==> config.mk <==
export PLATFORM = sky130hd
export DESIGN_NAME = mux_nx1_stream
export DESIGN_NICKNAME = d
export VERILOG_FILES = /design/src/rtl/mux_pkg.sv /design/src/rtl/rr_arbiter.sv /design/src/rtl/mux_nx1_stream.sv
export SDC_FILE = /design/constraint.sdc
export NUM_CORES = 1
export LEC_CHECK = 0
export ABC_AREA = 0
export BUFFER_PORTS_ARGS = -buffer_cell sky130_fd_sc_hd__buf_4
export CORE_UTILIZATION = 39
export DETAILED_ROUTE_END_ITERATION = 12
export PLACE_DENSITY_LB_ADDON = 0.3
export SLEW_MARGIN = 30
export SYNTH_ARGS = -nofsm -noshare
export SYNTH_HDL_FRONTEND = slang
export SYNTH_SLANG_ARGS = --single-unit
==> constraint.sdc <==
create_clock -name clk -period 2.09 [get_ports clk]
set_input_delay 0.5225 -clock clk [delete_from_list [all_inputs] [get_ports clk]]
set_output_delay 0.5225 -clock clk [all_outputs]
set_load 0.01 [all_outputs]
==> src/rtl/mux_pkg.sv <==
// Shared constants and helpers for the stream multiplexer family.
package mux_pkg;

  localparam int unsigned MODE_FIXED = 0;
  localparam int unsigned MODE_RR    = 1;

  // Index width for n items, never less than one bit.
  function automatic int unsigned clog2_min1(input int unsigned n);
    int unsigned w;
    w = 1;
    while ((32'd1 << w) < n) w++;
    return w;
  endfunction

endpackage

==> src/rtl/rr_arbiter.sv <==
// Combinational rotate-priority search: the first requester at or after ptr wins.
module rr_arbiter #(
  parameter int unsigned N_CH  = 4,
  parameter int unsigned SEL_W = 2
) (
  input  logic [N_CH-1:0]  req,
  input  logic [SEL_W-1:0] ptr,
  output logic [SEL_W-1:0] grant_idx,
  output logic             grant_valid
);

  int unsigned      sum;
  logic [SEL_W-1:0] idx;

  always_comb begin
    grant_idx   = '0;
    grant_valid = 1'b0;
    sum         = 0;
    idx         = '0;
    for (int unsigned k = 0; k < N_CH; k++) begin
      sum = 32'(ptr) + k;
      idx = SEL_W'(sum % N_CH);
      if (!grant_valid && req[idx]) begin
        grant_valid = 1'b1;
        grant_idx   = idx;
      end
    end
  end

endmodule

==> src/rtl/mux_nx1_stream.sv <==
// N-channel valid/ready multiplexer with a registered output stage, selecting
// either by the sel port or by round-robin arbitration.
module mux_nx1_stream
  import mux_pkg::*;
#(
  parameter int unsigned N_CH   = 4,
  parameter int unsigned DATA_W = 8,
  parameter int unsigned MODE   = MODE_FIXED,
  parameter int unsigned SEL_W  = clog2_min1(N_CH)
) (
  input  logic                   clk,
  input  logic                   rst_n,
  input  logic [N_CH-1:0]        in_valid,
  output logic [N_CH-1:0]        in_ready,
  input  logic [N_CH*DATA_W-1:0] in_data,
  input  logic [SEL_W-1:0]       sel,
  output logic                   out_valid,
  input  logic                   out_ready,
  output logic [DATA_W-1:0]      out_data,
  output logic [SEL_W-1:0]       out_ch
);

  logic              out_valid_q;
  logic [DATA_W-1:0] out_data_q;
  logic [SEL_W-1:0]  out_ch_q;

  logic              load_en;
  logic              grant_valid;
  logic [SEL_W-1:0]  winner;
  logic              xfer;
  logic [DATA_W-1:0] ch_data [N_CH];

  for (genvar i = 0; i < N_CH; i++) begin : g_ch
    assign ch_data[i]  = in_data[i*DATA_W +: DATA_W];
    assign in_ready[i] = rst_n && load_en && grant_valid && (winner == SEL_W'(i));
  end

  // The register can take a word when empty or when it is being drained this cycle.
  assign load_en = !out_valid_q || out_ready;
  assign xfer    = rst_n && load_en && grant_valid;

  if (MODE == MODE_RR) begin : g_rr
    logic [SEL_W-1:0] ptr_q, ptr_d;

    rr_arbiter #(
      .N_CH  (N_CH),
      .SEL_W (SEL_W)
    ) u_arb (
      .req         (in_valid),
      .ptr         (ptr_q),
      .grant_idx   (winner),
      .grant_valid (grant_valid)
    );

    always_comb begin
      ptr_d = ptr_q;
      if (xfer) begin
        ptr_d = (winner == SEL_W'(N_CH - 1)) ? '0 : winner + 1'b1;
      end
    end

    always_ff @(posedge clk) begin
      if (!rst_n) begin
        ptr_q <= '0;
      end else begin
        ptr_q <= ptr_d;
      end
    end
  end else begin : g_fixed
    assign winner = sel;

    // Out-of-range selects never grant.
    always_comb begin
      grant_valid = 1'b0;
      if (32'(sel) < N_CH) begin
        grant_valid = in_valid[sel];
      end
    end
  end

  always_ff @(posedge clk) begin
    if (!rst_n) begin
      out_valid_q <= 1'b0;
      out_data_q  <= '0;
      out_ch_q    <= '0;
    end else if (xfer) begin
      out_valid_q <= 1'b1;
      out_data_q  <= ch_data[winner];
      out_ch_q    <= winner;
    end else if (out_ready) begin
      out_valid_q <= 1'b0;
    end
  end

  assign out_valid = out_valid_q;
  assign out_data  = out_data_q;
  assign out_ch    = out_ch_q;

endmodule
==> flow_metrics.env <==
export IMPL_avgSynthCellArea_um2=9.72
export IMPL_first_iter_violations=23
export IMPL_diodes=0
export IMPL_grt_pass1_wl_um=3030
export IMPL_crit_fanout=2
export IMPL_drive_above_1_share_pct=55.6
export IMPL_grt_pass1_vias=718
export IMPL_num_io_pins=56
export IMPL_synth_distinct_cells=22
export IMPL_crit_arrival_ns=1.47
export IMPL_place_hpwl_um=1550
export IMPL_cts_clk_slew_worst_paths_ns=0.07
export IMPL_timing_final_crit_period_ns=1.99
export IMPL_cts_resized=0
export IMPL_maxSlewHeadroom_pct=83.1
export IMPL_clk_path_buf_depth=2
export IMPL_portBuffers=55
export IMPL_status="complete, no violations"
export IMPL_fp_row_count=15
export IMPL_min_to="out_data[4]$_SDFFE_PN0P_"
export IMPL_cts_sink_count=11
export IMPL_crit_required_ns=1.57
export IMPL_place_ws_ns=0.0905
export IMPL_synth_area_leader_cell="dfxtp_1"
export IMPL_rsz0062_at_grt="false"
export IMPL_clk_latency_ns=0.27
export IMPL_r2r_end="out_data[5]$_SDFFE_PN0P_"
export IMPL_yosysSeqAreaShare_pct=28.7
export IMPL_worst_ir_drop_vdd_uv=244
export IMPL_grt_use_total_pct=20.2
export IMPL_cts_buffers=3
export IMPL_reg2reg_depth=4
export IMPL_fp_dieW_um=46.4
export IMPL_syn_nets=120
export IMPL_clock_root_buffer="clkbuf_4"
export IMPL_grt_overflow=0
export IMPL_synth_area_leaders="dfxtp_1 29%, mux4_2 26%, a31o_1 9.1%, nand4_1 7.3%, a21oi_1 6.5%"
export IMPL_dieHeight_um=46.4
export IMPL_crit_chain="buf_4 > mux4_2 > nand3_1 > nor3b_1 > buf_4"
export IMPL_ff2ff_setup_slack_ns=1.00
export IMPL_area_growth_pct=59.4
export IMPL_hold_viol=0
export IMPL_num_vias=840
export IMPL_startpoint_type="input port"
export IMPL_drc_errors=0
export IMPL_slew_violations=0
export IMPL_vias_per_cell=5.32
export IMPL_synthCells=79
export IMPL_dr_pass1_iters=4
export IMPL_ys_seq_elements=11
export IMPL_postCtsHoldBufs=0
export IMPL_path_delay_family="simple AND/OR/NAND/NOR gates"
export IMPL_max_freq_mhz=503
export IMPL_hp_start="out_data[4]$_SDFFE_PN0P_"
export IMPL_die_area_um2=2150
export IMPL_max_slew_worst_pin_slew_ns=0.252
export IMPL_antenna_found_initial=0
export IMPL_synthesis_area_um2=768
export IMPL_cts_max_level=1
export IMPL_period_share_pct=95.2
export IMPL_cap_violations=0
export IMPL_cts_tree="yes"
export IMPL_path_buf_inv=2
export IMPL_postCtsSetupRepairBufs=0
export IMPL_grt_max_degree=24
export IMPL_wl_um=1950
export IMPL_p_per_area_nw_per_um2=469
export IMPL_wl_per_cell_um=12.4
export IMPL_end_kind="primary output"
export IMPL_whs_path_depth=3
export IMPL_yosys_warnings=0
export IMPL_critPathKind="input port to primary output"
export IMPL_setup_viol=0
export IMPL_crit_slowest_cell="mux4_2"
export IMPL_hold_path_class="register to register"
export IMPL_antenna_left=0
export IMPL_gp_congestion=0.729
export IMPL_r2r_start="out_valid$_SDFFE_PN0P_"
export IMPL_core_region_area_um2=1780
export IMPL_setup_slack_ns=0.101
export IMPL_initial_core_util_pct=43.1
export IMPL_fin_worst_skew_ns=0.00432
export IMPL_nets=175
export IMPL_synth_top_cell_area_share_pct=28.7
export IMPL_p_leak_nw=0.538
export IMPL_cpMostUsedCell="buf_4"
export IMPL_cp_slowest_stage_delay_ns=0.33
export IMPL_fin_setup_tns_ns=0
[cell families (layout without fill, tap and decap cells)]
| family | after synthesis | count (layout) | synth area share (%) |
|---|---|---|---|
| compound gates | 21 | 21 | 18.6 |
| buf+inv | 21 | 75 | 11.7 |
| simple gates | 16 | 16 | 13.2 |
| flops | 11 | 11 | 28.7 |
| mux | 10 | 10 | 27.8 |
[cells in the mapped netlist, drive strengths merged]
| library cell | n |
|---|---|
| and2 | 1 |
| mux4 | 9 |
| nand4 | 9 |
| nand2b | 1 |
| inv | 11 |
| nor3 | 1 |
| mux2 | 1 |
| dfxtp | 11 |
| a31oi | 1 |
| a31o | 9 |
| a21oi | 10 |
| clkinv | 1 |
| clkbuf | 4 |
| nor2b | 1 |
| nand3 | 1 |
| o21a | 1 |
| nor3b | 1 |
| and4 | 1 |
| buf | 5 |
[worst register-to-register path, cell delays in order (launching register included)]
cell and delay [ns]:
dfxtp_1 0.33, nand2b_1 0.10, buf_4 0.22, a31o_1 0.24, a21oi_1 0.14
[placed cells by master, fill, tap and decap left out]
cell | netlist | routed
buf_4 | 0 | 59
inv_1 | 11 | 11
dfxtp_1 | 11 | 11
a21oi_1 | 10 | 10
mux4_2 | 9 | 9
nand4_1 | 9 | 9
a31o_1 | 8 | 8
clkbuf_4 | 0 | 3
nand2b_1 | 1 | 1
nand3_1 | 1 | 1
nor3_1 | 1 | 1
mux2_2 | 1 | 1
and4_1 | 1 | 1
nor2b_1 | 1 | 1
and2_1 | 1 | 1
nor3b_1 | 1 | 1
clkinv_1 | 1 | 1
a31oi_1 | 1 | 1
o21a_1 | 1 | 1
a31o_2 | 1 | 1
clkinv_2 | 0 | 1
[power breakdown]
part	internal [W]	switching, W
clock	0.0000708	0.0000727
combinational	0.000120	0.0000799
sequential	0.000224	0.00000699
[sequential cells by signal (all words and copies together) (netlist names)]
register	count
out_data	8
out_valid	1
out_ch	2
[routing by layer]
| metal | vias up | GRT usage (%) | wire [µm] |
|---|---|---|---|
| li1 | 412 | - | - |
| met2 | 47 | 31.9 | 963 |
| met5 | - | 0 | 0 |
| met3 | 4 | 2.35 | 141 |
| met1 | 377 | 26.7 | 817 |
| met4 | 0 | 10.6 | 29 |
[metrics by stage]
step	hold slack, ns	instance area, µm²	util [%]	cells	power [W]
floorplan	0.556	768	-	79	0.000340
global placement	0.524	1200	67.2	154	0.000431
detailed placement	0.529	1200	67.2	154	0.000436
CTS	0.540	1220	68.7	158	0.000579
global route	0.553	1220	68.7	158	0.000607
finish	0.533	1220	68.7	158	0.000575
[cell type report]
cell class | instances | area [µm²]
Clock buffer | 3 | 22.5
Clock inverter | 1 | 5.00
Fill cell | 154 | 558
Inverter | 12 | 45.0
Multi-Input combinational cell | 47 | 458
Sequential cell | 11 | 220
Tap cell | 25 | 31.3
Timing Repair Buffer | 59 | 443
[how the worst max path moves through the flow]
stage	start	endpoint	slack [ns]	depth (start not counted)
final	sel[0]	in_ready[2]	0.10	5
after floorplan	sel[1]	in_ready[2]	0.03	5
after global routing	sel[1]	in_ready[3]	0.06	5
after global placement	sel[0]	in_ready[2]	0.11	5
after CTS	sel[0]	in_ready[2]	0.09	5
after detailed placement	sel[0]	in_ready[2]	0.09	5
Note: power is estimated with default switching activity, not from simulation.
